**src/rtl/hp48_bus_cfg_mux_pkg.sv**
```systemverilog
// Shared definitions for the Saturn nibble-bus manager: bus command codes
// and the per-slot configuration states.
package hp48_bus_cfg_mux_pkg;

   localparam logic [3:0] BUSCMD_NOP         = 4'h0;
   localparam logic [3:0] BUSCMD_PC_READ     = 4'h1;
   localparam logic [3:0] BUSCMD_DP_READ     = 4'h2;
   localparam logic [3:0] BUSCMD_DP_WRITE    = 4'h3;
   localparam logic [3:0] BUSCMD_LOAD_PC     = 4'h4;
   localparam logic [3:0] BUSCMD_LOAD_DP     = 4'h5;
   localparam logic [3:0] BUSCMD_CONFIGURE   = 4'h6;
   localparam logic [3:0] BUSCMD_UNCONFIGURE = 4'h7;
   localparam logic [3:0] BUSCMD_RESET       = 4'h8;

   typedef enum logic [1:0] {
      SLOT_UNCFG      = 2'd0,
      SLOT_SIZED      = 2'd1,
      SLOT_CONFIGURED = 2'd2
   } slot_state_t;

endpackage

```
**src/rtl/hp48_bus_cfg_mux_slot.sv**
```systemverilog
// One configurable bus slot: two-step CONFIGURE (mask, then base) and the
// address hit compare. A fixed slot reports its parameter mapping instead.
module hp48_bus_slot
   import hp48_bus_cfg_mux_pkg::*;
#(
   parameter int              ADDR_W   = 20,
   parameter bit              FIXED    = 1'b0,
   parameter logic [ADDR_W-1:0] FIX_BASE = '0,
   parameter logic [ADDR_W-1:0] FIX_MASK = '0
) (
   input  logic              clk,
   input  logic              reset,
   input  logic [ADDR_W-1:0] address,
   input  logic              cfg_wr,
   input  logic              bus_reset,
   output logic              configured,
   output logic              hit
);

   slot_state_t       state_q;
   logic [ADDR_W-1:0] mask_q;
   logic [ADDR_W-1:0] base_q;

   always_ff @(posedge clk or negedge reset) begin
      if (!reset) begin
         state_q <= SLOT_UNCFG;
         mask_q  <= '0;
         base_q  <= '0;
      end else if (bus_reset) begin
         state_q <= SLOT_UNCFG;
         mask_q  <= '0;
         base_q  <= '0;
      end else if (cfg_wr) begin
         case (state_q)
            SLOT_UNCFG: begin
               mask_q  <= address;
               state_q <= SLOT_SIZED;
            end
            SLOT_SIZED: begin
               base_q  <= address & mask_q;
               state_q <= SLOT_CONFIGURED;
            end
            default: state_q <= state_q;
         endcase
      end
   end

   logic [ADDR_W-1:0] eff_mask;
   logic [ADDR_W-1:0] eff_base;
   logic              eff_cfg;

   // A fixed slot ignores its registers entirely, including BUSCMD_RESET.
   assign eff_mask   = FIXED ? FIX_MASK : mask_q;
   assign eff_base   = FIXED ? FIX_BASE : base_q;
   assign eff_cfg    = FIXED ? 1'b1 : (state_q == SLOT_CONFIGURED);
   assign configured = eff_cfg;
   assign hit        = eff_cfg && ((address & eff_mask) == eff_base);

endmodule

```
**src/rtl/hp48_bus_cfg_mux.sv**
```systemverilog
// Saturn bus manager: N configurable slots decoded by priority with ROM
// fallback, registered read data, error pulse and configuration status.
module hp48_bus_cfg_mux
   import hp48_bus_cfg_mux_pkg::*;
#(
   parameter int              N_SLOTS     = 4,
   parameter int              ADDR_W      = 20,
   parameter bit              SLOT0_FIXED = 1'b1,
   parameter logic [ADDR_W-1:0] SLOT0_BASE  = '0,
   parameter logic [ADDR_W-1:0] SLOT0_MASK  = 20'hFFFC0
) (
   input  logic                 clk,
   input  logic                 reset,
   input  logic [ADDR_W-1:0]    address,
   input  logic [3:0]           command,
   input  logic [3:0]           nibble_in,
   input  logic [4*N_SLOTS-1:0] dev_nibble_in,
   input  logic [N_SLOTS-1:0]   dev_err,
   input  logic [3:0]           rom_nibble_in,
   output logic [N_SLOTS-1:0]   dev_sel,
   output logic [3:0]           nibble_out,
   output logic                 bus_error,
   output logic                 cfg_done
);

   localparam bit CFG_DONE_RST = (N_SLOTS == 1) && SLOT0_FIXED;

   logic is_read, is_rw, is_cfg, is_reset;
   assign is_read  = (command == BUSCMD_PC_READ) || (command == BUSCMD_DP_READ);
   assign is_rw    = is_read || (command == BUSCMD_DP_WRITE);
   assign is_cfg   = (command == BUSCMD_CONFIGURE);
   assign is_reset = (command == BUSCMD_RESET);

   logic [N_SLOTS-1:0] configured;
   logic [N_SLOTS-1:0] hit;
   logic [N_SLOTS-1:0] cfg_wr;
   logic [N_SLOTS-1:0] ptr_oh;
   logic [N_SLOTS-1:0] win_oh;
   logic               pending;
   logic               any_hit;

   for (genvar i = 0; i < N_SLOTS; i++) begin : g_slot
      hp48_bus_slot #(
         .ADDR_W   (ADDR_W),
         .FIXED    ((i == 0) && SLOT0_FIXED),
         .FIX_BASE (SLOT0_BASE),
         .FIX_MASK (SLOT0_MASK)
      ) u_slot (
         .clk        (clk),
         .reset      (reset),
         .address    (address),
         .cfg_wr     (cfg_wr[i]),
         .bus_reset  (is_reset),
         .configured (configured[i]),
         .hit        (hit[i])
      );
   end

   // Config pointer and decode winner are both "lowest index first".
   always_comb begin
      ptr_oh  = '0;
      pending = 1'b0;
      win_oh  = '0;
      any_hit = 1'b0;
      for (int i = 0; i < N_SLOTS; i++) begin
         if (!configured[i] && !pending) begin
            ptr_oh[i] = 1'b1;
            pending   = 1'b1;
         end
         if (hit[i] && !any_hit) begin
            win_oh[i] = 1'b1;
            any_hit   = 1'b1;
         end
      end
   end

   assign cfg_wr  = is_cfg ? ptr_oh : '0;
   assign dev_sel = is_rw ? win_oh : '0;

   logic [3:0] rd_dat;
   logic       win_err;
   logic       err_next;

   always_comb begin
      rd_dat  = 4'h0;
      win_err = 1'b0;
      for (int i = 0; i < N_SLOTS; i++) begin
         if (win_oh[i]) begin
            rd_dat  = rd_dat | dev_nibble_in[4*i +: 4];
            win_err = win_err | dev_err[i];
         end
      end
      if (!any_hit) rd_dat = rom_nibble_in;
   end

   assign err_next = (is_rw && any_hit && win_err)
                   || ((command == BUSCMD_DP_WRITE) && !any_hit)
                   || (is_cfg && !pending);

   always_ff @(posedge clk or negedge reset) begin
      if (!reset) begin
         nibble_out <= 4'h0;
         bus_error  <= 1'b0;
         cfg_done   <= CFG_DONE_RST;
      end else begin
         nibble_out <= is_read ? rd_dat : 4'h0;
         bus_error  <= err_next;
         cfg_done   <= &configured;
      end
   end

endmodule

```
**config.mk**
```make
export PLATFORM = sky130hd
export DESIGN_NAME = hp48_bus_cfg_mux
export DESIGN_NICKNAME = d
export VERILOG_FILES = /design/src/rtl/hp48_bus_cfg_mux_pkg.sv /design/src/rtl/hp48_bus_cfg_mux_slot.sv /design/src/rtl/hp48_bus_cfg_mux.sv
export SDC_FILE = /design/constraint.sdc
export NUM_CORES = 1
export LEC_CHECK = 0
export CORE_MARGIN = 8
export CORE_UTILIZATION = 50
export CTS_CLUSTER_SIZE = 25
export DETAILED_ROUTE_END_ITERATION = 12
export PLACE_DENSITY = 0.74
export SYNTH_ARGS = -nofsm -noshare
export SYNTH_HDL_FRONTEND = slang
export SYNTH_SLANG_ARGS = --single-unit
export TNS_END_PERCENT = 100
```
**constraint.sdc**
```tcl
create_clock -name clk -period 2.8 [get_ports clk]
set_input_delay 0.56 -clock clk [delete_from_list [all_inputs] [get_ports clk]]
set_output_delay 0.56 -clock clk [all_outputs]
set_load 0.02 [all_outputs]
```
# After elaboration in Yosys (flattened, before gate mapping)
# Index checks and enable logic that the tools add are counted.
# W data, S select, Z words.
# op_classes
bitwise,9
reduce_logical,50
n_mux,51
eq_ne,14
# ops
cell,count
$mux W20,18
$and A20 B20 Y20,3
$eq A20 B20 Y1,3
$mux W4,8
$logic_not A20 Y1,1
$reduce_and A2 Y1,9
$reduce_bool A2 Y1,9
$mux W1,16
$logic_and A1 B1 Y1,12
$mux W2,6
$or A4 B4 Y4,3
$pmux W2 S2,3
$reduce_bool A3 Y1,3
$eq A4 B2 Y1 const B,2
$logic_not A1 Y1,8
$eq A2 B1 Y1 const B,3
$eq A2 B2 Y1 const B,3
$logic_not A2 Y1,3
$eq A4 B1 Y1 const B,1
$eq A4 B3 Y1 const B,1
$eq A4 B4 Y1 const B,1
$logic_or A1 B1 Y1,4
$or A1 B1 Y1,3
$reduce_and A3 Y1,1
# totals
in_bits,54
word_cells,136
register_bits,132
out_inout_bits,10

# Logic depth before layout (Yosys ltp)
# Gate-level depths: netlist of the first run.
# logic_depth
ltp_word,15
ltp_mapped,9
depth_no_buf,7

# Cells and area by module
# A second synthesis of the first run with hierarchy kept.
# hier_totals
hier_cells,517
hier_area_um2,6050.8
# by_module_without_submodules
module,cells_per_inst,area_per_inst_um2,instances,seq_area_each_um2
hp48_bus_slot (g_slot[1].u_slot ...),152,1835.5,3,1051.0
hp48_bus_cfg_mux,54,501.7,1,150.1
hp48_bus_slot (g_slot[0].u_slot),7,42.5,1,0.0

# Least setup slack after synthesis of the first run
# Ideal clock, no wire load.
# synth_timing
path_kind,input to output
start,in address[4]
end,out dev_sel[2]
cell_stages,6
path_buffers,1
t_arrival_ns,2.380
t_required_ns,2.240
setup_slack_ns,-0.140
cell_sequence,buf_2 > and3_1 > o22ai_1 > or4b_1 > nor3_2 > nor3b_1
# synth_between
elab_chain_cells,9
word_cells_on_any_way,12
cone_classes,eq/ne (2); mux (3); bitwise (2); reduce/logical (5)
# synth_lines
element,line_no,rtl
"start, declared",hp48_bus_cfg_mux.sv:14,"input logic [ADDR_W-1:0] address,"
$and A20 B20 Y20,hp48_bus_cfg_mux_slot.sv:57,assign hit = eff_cfg && ((address & eff_mask) == eff_base);
$eq A20 B20 Y1,hp48_bus_cfg_mux_slot.sv:57,
$logic_and A1 B1 Y1,hp48_bus_cfg_mux_slot.sv:57,
$logic_and A1 B1 Y1,hp48_bus_cfg_mux.sv:70,if (hit[i] && !any_hit) begin
$mux W1,hp48_bus_cfg_mux.sv:70,
$logic_not A1 Y1,hp48_bus_cfg_mux.sv:70,
$logic_and A1 B1 Y1 *,hp48_bus_cfg_mux.sv:70,
$mux W1 *,hp48_bus_cfg_mux.sv:70,
$mux W4 *,hp48_bus_cfg_mux.sv:78,assign dev_sel = is_rw ? win_oh : '0;
"end, declared",hp48_bus_cfg_mux.sv:20,"output logic [N_SLOTS-1:0] dev_sel,"
# Mark *: on every way between the ends. The rest lies on a longest branch, timed or not.

# Worst setup path in the final report of the first run
# layout_timing
start,reg g_slot[2].u_slot.mask_q[1]
end,out dev_sel[3]
# layout_between
elab_chain_cells,9
# layout_lines
element,line_no,rtl
"start, declared",hp48_bus_cfg_mux_slot.sv:21,logic [ADDR_W-1:0] mask_q;
"start signal, assigned",hp48_bus_cfg_mux_slot.sv:36,mask_q <= address;
$and A20 B20 Y20,hp48_bus_cfg_mux_slot.sv:57,
$eq A20 B20 Y1,hp48_bus_cfg_mux_slot.sv:57,
$logic_and A1 B1 Y1,hp48_bus_cfg_mux_slot.sv:57,
$logic_and A1 B1 Y1,hp48_bus_cfg_mux.sv:70,
$mux W1,hp48_bus_cfg_mux.sv:70,
$logic_not A1 Y1,hp48_bus_cfg_mux.sv:70,
$logic_and A1 B1 Y1,hp48_bus_cfg_mux.sv:70,
$mux W1,hp48_bus_cfg_mux.sv:70,
$mux W4,hp48_bus_cfg_mux.sv:78,
# No other way between the ends.

==> reports/results.ini, run 1 <==
[power]
power_density_mw_per_mm2 = 734
power.share.switching_pct = 29.0
seqPwrFrac_pct = 38.8
power_switching_mw = 1.91
vdd_drop_max_mv = 0.436
p_clk_share_pct = 39.1
leakagePower_nw = 4.21
pwr-share-comb_pct = 22.0
p_int_mw = 4.67

[worst_setup_path]
endpoint_kind = output port
path_max_fanout = 3
cp.required_ns = 2.24
critPathMaxStageDelay_ns = 0.54
cp_slowest_cell = or4b_4
crit_family = simple AND/OR/NAND/NOR gates
arrival_ns = 2.42
path_buf_inv = 1
start_kind = register
worstSetupPathType = register to output port
crit_path_cell_trace = a21o_1 -> a211oi_2 -> or4b_4 -> nor3_4 -> nor3_2 -> and3_1 -> buf_6

[global_route]
grt_pass1_vias = 6443
antenna_found_initial = 0
grt_pass1_wl_um = 32700
grt_use_total_pct = 23.3
grt_max_degree = 81
gr-total-overflow = 0

[placed_design]
numPortBuffers = 59
gp_congestion = 0.910
dpl.hpwl_um = 13100
postPlaceCellArea_mm2 = 0.00803

[synthesis]
synth_nets = 816
synth_flop_cell = dfrtp_1
avgSynthCellArea_um2 = 8.73
synthArstFlopShare_pct = 100
synth_cell_types = 48
synthCells = 762
syn_area_mm2 = 0.00665
yosysWarnings = 0
synth_edf_count = 0
synth-seq-cells = 132
seq_area_frac_synth_pct = 49.6

[floorplan]
die_h_um = 131
dieArea_mm2 = 0.0173
rows = 42
core_mm2 = 0.0131
io_pins = 64
die_w_um = 131
initial_utilization_pct = 50.6

[routing]
wl_per_cell_um = 18.5
routed_wl_um = 20100
drc = 0
via_count = 6306
drtIter0Drc = 504
drt-pass1-iter-count = 5
ant_nets = 0
viasPerCell = 5.80

[sta]
clock_skew_ns = 0.00633
post-route-period-util_pct = 106
rsz0062_at_grt = yes
slew_viol_final = 0
holdWs_ns = 0.0334
worstMarginPinSlew_ns = 0.538
finalCriticalPeriod_ns = 2.98
finalHoldViolCount = 0
fmax_mhz = 336
fin_ws_ns = -0.176
slew_headroom_pct = 63.9
finalSetupViolCount = 3
tns_ns = -0.446

[finish]
drive_gt1_share_pct = 21.7
antenna_cells = 0
final_core_util_pct = 68.2
layout.nets = 953
final_area_mm2 = 0.00896
syn2layout_area_growth_pct = 34.7

[clock_tree]
clk_pin_slew_worst_paths_ns = 0.06
htree_levels = 4
cts_made_buffers = 17
clk_latency_ns = 0.43
clock_path_buffers = 2
clock_sinks = 132
tritoncts = built
cts-root-buf = clkbuf_16
cts_hold_buf = 0

[outcome]
outcome = finished, violations left
violations = negative setup slack

[hold_path]
hold_class = input pin to async pin

[job]
maxCapViolCount = 0

## synth_stat cells (3+ instances only)
master      n  area [um2]
o22a_1      7        61.3
clkbuf_1   42         158
nor3_1     10        50.1
xor2_1      4        35.0
nand4_1     5        31.3
a21o_1     10        75.1
nand3_1    72         360
o21ai_0   103         515
xnor2_1     8        70.1
a211oi_1    8        60.1
mux2i_1    21         210
nor2_1     39         146
and3_1     34         213
nor4_1      8        50.1
o22ai_1    10        62.6
a21boi_0    8        60.1
and3b_1     7        61.3
nand2_1   135         507
dfrtp_1   132        3300
nor2b_1     4        25.0
buf_4       3        22.5
buf_2      10        50.1
inv_1       6        22.5
o311a_1     3        30.0
a21oi_1    41         205
o221ai_1    3        26.3
## worst reg2reg max path, delay by kind of cell, from the launching register on
family,cells,cell delay (ns)
compound gates,5,1.10
simple gates,2,0.92
flops,1,0.40
buf+inv,1,0.15
## metrics by stage
stage | power [mW] | cells | worst slack, ns
finish | 6.58 | 1088 | -0.176
floorplan | 3.20 | 762 | -0.0228
global route | 6.87 | 1088 | -0.212
detailed placement | 3.86 | 1037 | -0.969
CTS | 6.52 | 1084 | -0.182
global placement | 3.78 | 1037 | -0.914
## timing repair
action	in CTS	in global routing
endpoints found under the setup margin	5	4
resized for setup	79	16
setup buffers	15	4
pin swaps	20	12
## layer usage
metal	vias to the layer above	part of all wire [%]	wire [um]	global-route usage [%]
met5	-	0	0	0
met4	0	3.3	668	11.4
met3	57	7.9	1580	6.59
met2	224	48	9580	37.8
met1	3059	41	8240	28.0
li1	2966	-	-	-
## cells by family (layout without fill, tap and decap cells)
| family | Yosys count | count (layout) | share of synthesized area, % |
|---|---|---|---|
| and+or+nand+nor | 335 | 335 | 24.4 |
| AOI/OAI and AO/OA | 200 | 200 | 17.3 |
| DFF | 132 | 132 | 49.6 |
| buffers and inverters | 62 | 212 | 3.97 |
| muxes | 21 | 21 | 3.16 |
| xor gates and xnor gates | 12 | 12 | 1.58 |
## flip-flops by register name, summed over array words and instances, names as in the netlist
name / count
nibble_out: 4
g_slot.u_slot.base_q: 60
g_slot.u_slot.eff_mask: 60
g_slot.u_slot.state_q: 6
bus_error: 1
cfg_done: 1
## layout make-up
| class | count | area [um2] |
|---|---|---|
| clock buffer | 19 | 453 |
| clock inverter | 13 | 229 |
| fill | 970 | 4180 |
| inverter | 6 | 22.5 |
| multi-input combinational | 568 | 3230 |
| sequential | 132 | 3300 |
| tap | 176 | 220 |
| timing repair buffer | 174 | 1510 |
## power by group through the flow
stage / logic (mW) / clock network [mW] / registers (mW)
2_1_floorplan: 0.699 / 0 / 2.50
3_3_place_gp: 1.25 / 0 / 2.54
3_5_place_dp: 1.30 / 0 / 2.56
4_1_cts: 1.40 / 2.58 / 2.54
5_1_grt: 1.59 / 2.68 / 2.60
6_report: 1.45 / 2.57 / 2.56
## placed cells by master (no fill, tap or decap), drive strengths merged, types with 5 or more instances in the layout
cell | synthesis | layout
nor4 | 8 | 8
mux2i | 21 | 21
nand4 | 5 | 5
dfrtp | 132 | 132
xnor2 | 8 | 8
and3b | 8 | 8
dlygate4sd2 | 0 | 7
nor2 | 39 | 39
and3 | 34 | 34
nand3 | 73 | 73
bufinv | 0 | 6
clkdlybuf4s50 | 0 | 34
buf | 14 | 121
nand2 | 135 | 135
a211oi | 8 | 8
clkdlybuf4s15 | 0 | 9
inv | 6 | 6
a21boi | 8 | 8
o22ai | 10 | 10
a21o | 10 | 10
a21oi | 41 | 41
clkbuf | 42 | 22
o22a | 7 | 7
nor3 | 12 | 12
o21ai | 103 | 103
## path summary, 6_finish.rpt
kind,startpoint,to,slack [ns],depth (start not counted)
min in group clk,address[9],g_slot[1].u_slot.base_q[9],0.46,3
worst max-delay path,g_slot[2].u_slot.eff_mask[1],dev_sel[3],-0.18,7
max in group asynchronous,reset,g_slot[3].u_slot.base_q[3],2.11,2
worst max register to register,g_slot[1].u_slot.eff_mask[7],bus_error,0.12,8
worst min register to register,g_slot[1].u_slot.base_q[8],g_slot[1].u_slot.base_q[8],0.49,2
worst min-delay path,reset,g_slot[2].u_slot.eff_mask[10],0.03,1
(Power assumes the default switching activity.)
==> run 2, diff against run 1 <==
--- a/config.mk
+++ b/config.mk
@@ -10,6 +10,7 @@
 export CTS_CLUSTER_SIZE = 25
 export DETAILED_ROUTE_END_ITERATION = 12
 export PLACE_DENSITY = 0.74
+export SLEW_MARGIN = 20
 export SYNTH_ARGS = -nofsm -noshare
 export SYNTH_HDL_FRONTEND = slang
 export SYNTH_SLANG_ARGS = --single-unit
==> results of run 2 <==
No change in the layout: final DEF, timing and power equal those of run 1.
==> run 3, diff against run 2 <==
--- a/config.mk
+++ b/config.mk
@@ -9,6 +9,7 @@
 export CORE_UTILIZATION = 50
 export CTS_CLUSTER_SIZE = 25
 export DETAILED_ROUTE_END_ITERATION = 12
+export GPL_TIMING_DRIVEN = 0
 export PLACE_DENSITY = 0.74
 export SLEW_MARGIN = 20
 export SYNTH_ARGS = -nofsm -noshare
==> constraint.sdc (replaced) <==
create_clock -name clk -period 2.7 [get_ports clk]
set_input_delay 0.54 -clock clk [delete_from_list [all_inputs] [get_ports clk]]
set_output_delay 0.54 -clock clk [all_outputs]
set_load 0.02 [all_outputs]
==> reports/results.ini, run 3 (synthesized netlist as in run 1, its figures left out) <==
[outcome]
outcome = finished, violations left
violations = negative setup slack

[routing]
wl_per_cell_um = 19.0  ; +3.1%
drc = 0  ; unchanged
drt-pass1-iter-count = 5  ; unchanged
ant_nets = 0  ; unchanged
drtIter0Drc = 653  ; +30%
viasPerCell = 6.02  ; +3.8%
routed_wl_um = 20200  ; +0.38%
via_count = 6370  ; +1.0%

[power]
leakagePower_nw = 3.97  ; -5.8%
p_int_mw = 4.45  ; -4.8%
seqPwrFrac_pct = 42.5  ; +3.7 points
vdd_drop_max_mv = 0.510  ; +17%
p_clk_share_pct = 37.5  ; -1.6 points
power_switching_mw = 1.83  ; -3.8%
pwr-share-comb_pct = 19.9  ; -2.1 points
power.share.switching_pct = 29.2  ; +0.21 points
power_density_mw_per_mm2 = 734  ; about the same

[floorplan]
rows = 42  ; unchanged
dieArea_mm2 = 0.0173  ; unchanged
io_pins = 64  ; unchanged
initial_utilization_pct = 50.6  ; unchanged
die_h_um = 131  ; unchanged
core_mm2 = 0.0131  ; unchanged
die_w_um = 131  ; unchanged

[sta]
fin_ws_ns = -0.262  ; -0.0858 ns
worstMarginPinSlew_ns = 0.661  ; +0.123 ns
finalHoldViolCount = 0  ; unchanged
clock_skew_ns = 0.00801  ; +0.00168 ns
finalSetupViolCount = 3  ; unchanged
slew_headroom_pct = 55.6  ; -8.3 points
slew_viol_final = 0  ; unchanged
post-route-period-util_pct = 110
fmax_mhz = 338
rsz0062_at_grt = yes
finalCriticalPeriod_ns = 2.96

[clock_tree]
tritoncts = built
htree_levels = 4  ; unchanged
cts-root-buf = clkbuf_16
clk_latency_ns = 0.43  ; about the same
clock_path_buffers = 2  ; unchanged
clk_pin_slew_worst_paths_ns = 0.05  ; about the same
clock_sinks = 132  ; unchanged
cts_made_buffers = 17  ; unchanged

[global_route]
grt_pass1_vias = 6335  ; -1.7%
grt_pass1_wl_um = 32700  ; +0.19%
antenna_found_initial = 0  ; unchanged
grt_use_total_pct = 23.4  ; +0.11 points
gr-total-overflow = 0  ; unchanged
grt_max_degree = 93  ; +15%

[finish]
final_common_cell = nand2_1
layout.nets = 924  ; -3.0%
final_cells = 1059  ; -2.7%
syn2layout_area_growth_pct = 28.6
antenna_cells = 0  ; unchanged
mostFrequentLayoutCells = 134 x nand2_1, 131 x dfrtp_1, 102 x o21ai_0, 71 x nand3_1, 39 x clkbuf_1
drive_gt1_share_pct = 13.8  ; -7.9 points
nFillCells = 1019  ; +5.1%

[worst_setup_path]
cp.required_ns = 2.16  ; -0.08 ns
crit_path_cell_trace = dlygate4sd2_1 -> buf_6 -> a21oi_2 -> o22ai_1 -> or4b_4 -> or3_4 -> nor2_4 -> buf_6
cp_slowest_cell = or4b_4
endpoint_kind = output port
path_common_cell = buf_6
critPathMaxStageDelay_ns = 0.61  ; +0.07 ns
path_max_fanout = 7  ; +4
start_kind = input pin
arrival_ns = 2.42  ; about the same
worstSetupPathType = input pin to output port

[placed_design]
numPortBuffers = 53  ; -10%
placed_cells = 992  ; -4.3%
dpl.hpwl_um = 13600  ; +3.7%
gp_congestion = 0.893  ; -1.8%
dp_worst_setup_slack_ns = -1.50  ; -0.534 ns

[job]
maxCapViolCount = 0  ; unchanged

[hold_path]
hold_class = input pin to register

run 3: cell types whose count changed in the layout (fill, tap and decap cells not counted), moves of 3 or more:
cell / before / now
buf_2: 2 / 7
clkbuf_1: 0 / 39
a21oi_2: 7 / 3
clkdlybuf4s15_2: 6 / 1
buf_6: 7 / 15
buf_12: 5 / 1
bufinv_16: 6 / 2
clkinvlp_4: 4 / 0
a21oi_1: 34 / 38
buf_4: 107 / 31
dlygate4sd2_1: 7 / 11
dlymetal6s2s_1: 0 / 3
clkbuf_8: 2 / 11
run 3: cell type report:
class                   instances  area, um2  area share, %
well taps                     176        220           2.57
multi-input cells             568       3220           37.7
clock buffers                  30        544           6.36
inverters                       6       22.5          0.263
plain buffers                  56        350           4.09
clock inverters                 2       60.1          0.702
flip-flops and latches        132       3300           38.6
repair buffers                 89        833           9.74
run 3: path summary, 6_finish.rpt:
check | startpoint | to | slack (ns) | cells after the start
hold reg to reg | g_slot[3].u_slot.base_q[3] | g_slot[3].u_slot.base_q[3] | 0.49 | 2
max in group asynchronous | reset | g_slot[2].u_slot.eff_mask[8] | 1.33 | 3
hold / removal | address[5] | g_slot[2].u_slot.base_q[5] | 0.45 | 3
setup / recovery | address[1] | dev_sel[1] | -0.26 | 8
setup reg to reg | g_slot[1].u_slot.state_q[0] | bus_error | 0.06 | 8
min in group asynchronous | reset | g_slot[3].u_slot.base_q[5] | 0.59 | 2
run 3: stage by stage:
stage / instance area, um2 / hold WS, ns / power, mW / TNS [ns] / util, %
after detailed placement: 7450 / 0.445 / 3.77 / -28.56 / 56.7
after global placement: 7420 / 0.474 / 3.68 / -546.23 / 56.4
final: 8560 / 0.454 / 6.28 / -0.711 / 65.1
after global routing: 8560 / 0.474 / 6.56 / -0.936 / 65.1
after CTS: 8470 / 0.442 / 6.25 / -0.875 / 64.5
after floorplan: 6670 / 0.244 / 3.33 / -0.0205 / -
run 3: timing repair:
action	CTS	global route
pin swaps	22	13
setup buffers	28	4
gates resized for setup	94	17
hold endpoints to repair	3	0
setup endpoints to repair	9	49
gates cloned	1	1
hold buffers	1	0
run 3: power groups by stage:
stage	logic, mW	registers (mW)	clock network (mW)
floorplan	0.731	2.60	0
global placement	1.04	2.64	0
detailed placement	1.09	2.68	0
CTS	1.22	2.66	2.37
global route	1.39	2.72	2.45
finish	1.25	2.67	2.36
run 3: critical path, delay by kind of cell:
kind	cells	cell delay (ns)
buffers and inverters	3	0.51
and+or+nand+nor	3	1.08
AOI/OAI and AO/OA	2	0.29
run 3: per-layer routing:
layer,vias to the layer above,part of all wire [%],wire length (um),GRT usage [%]
met3,53,6.7,1360,4.95
met5,-,0,0,0
met4,0,3.5,714,12.3
li1,2925,-,-,-
met2,261,49,9820,38.6
met1,3131,41,8250,28.4
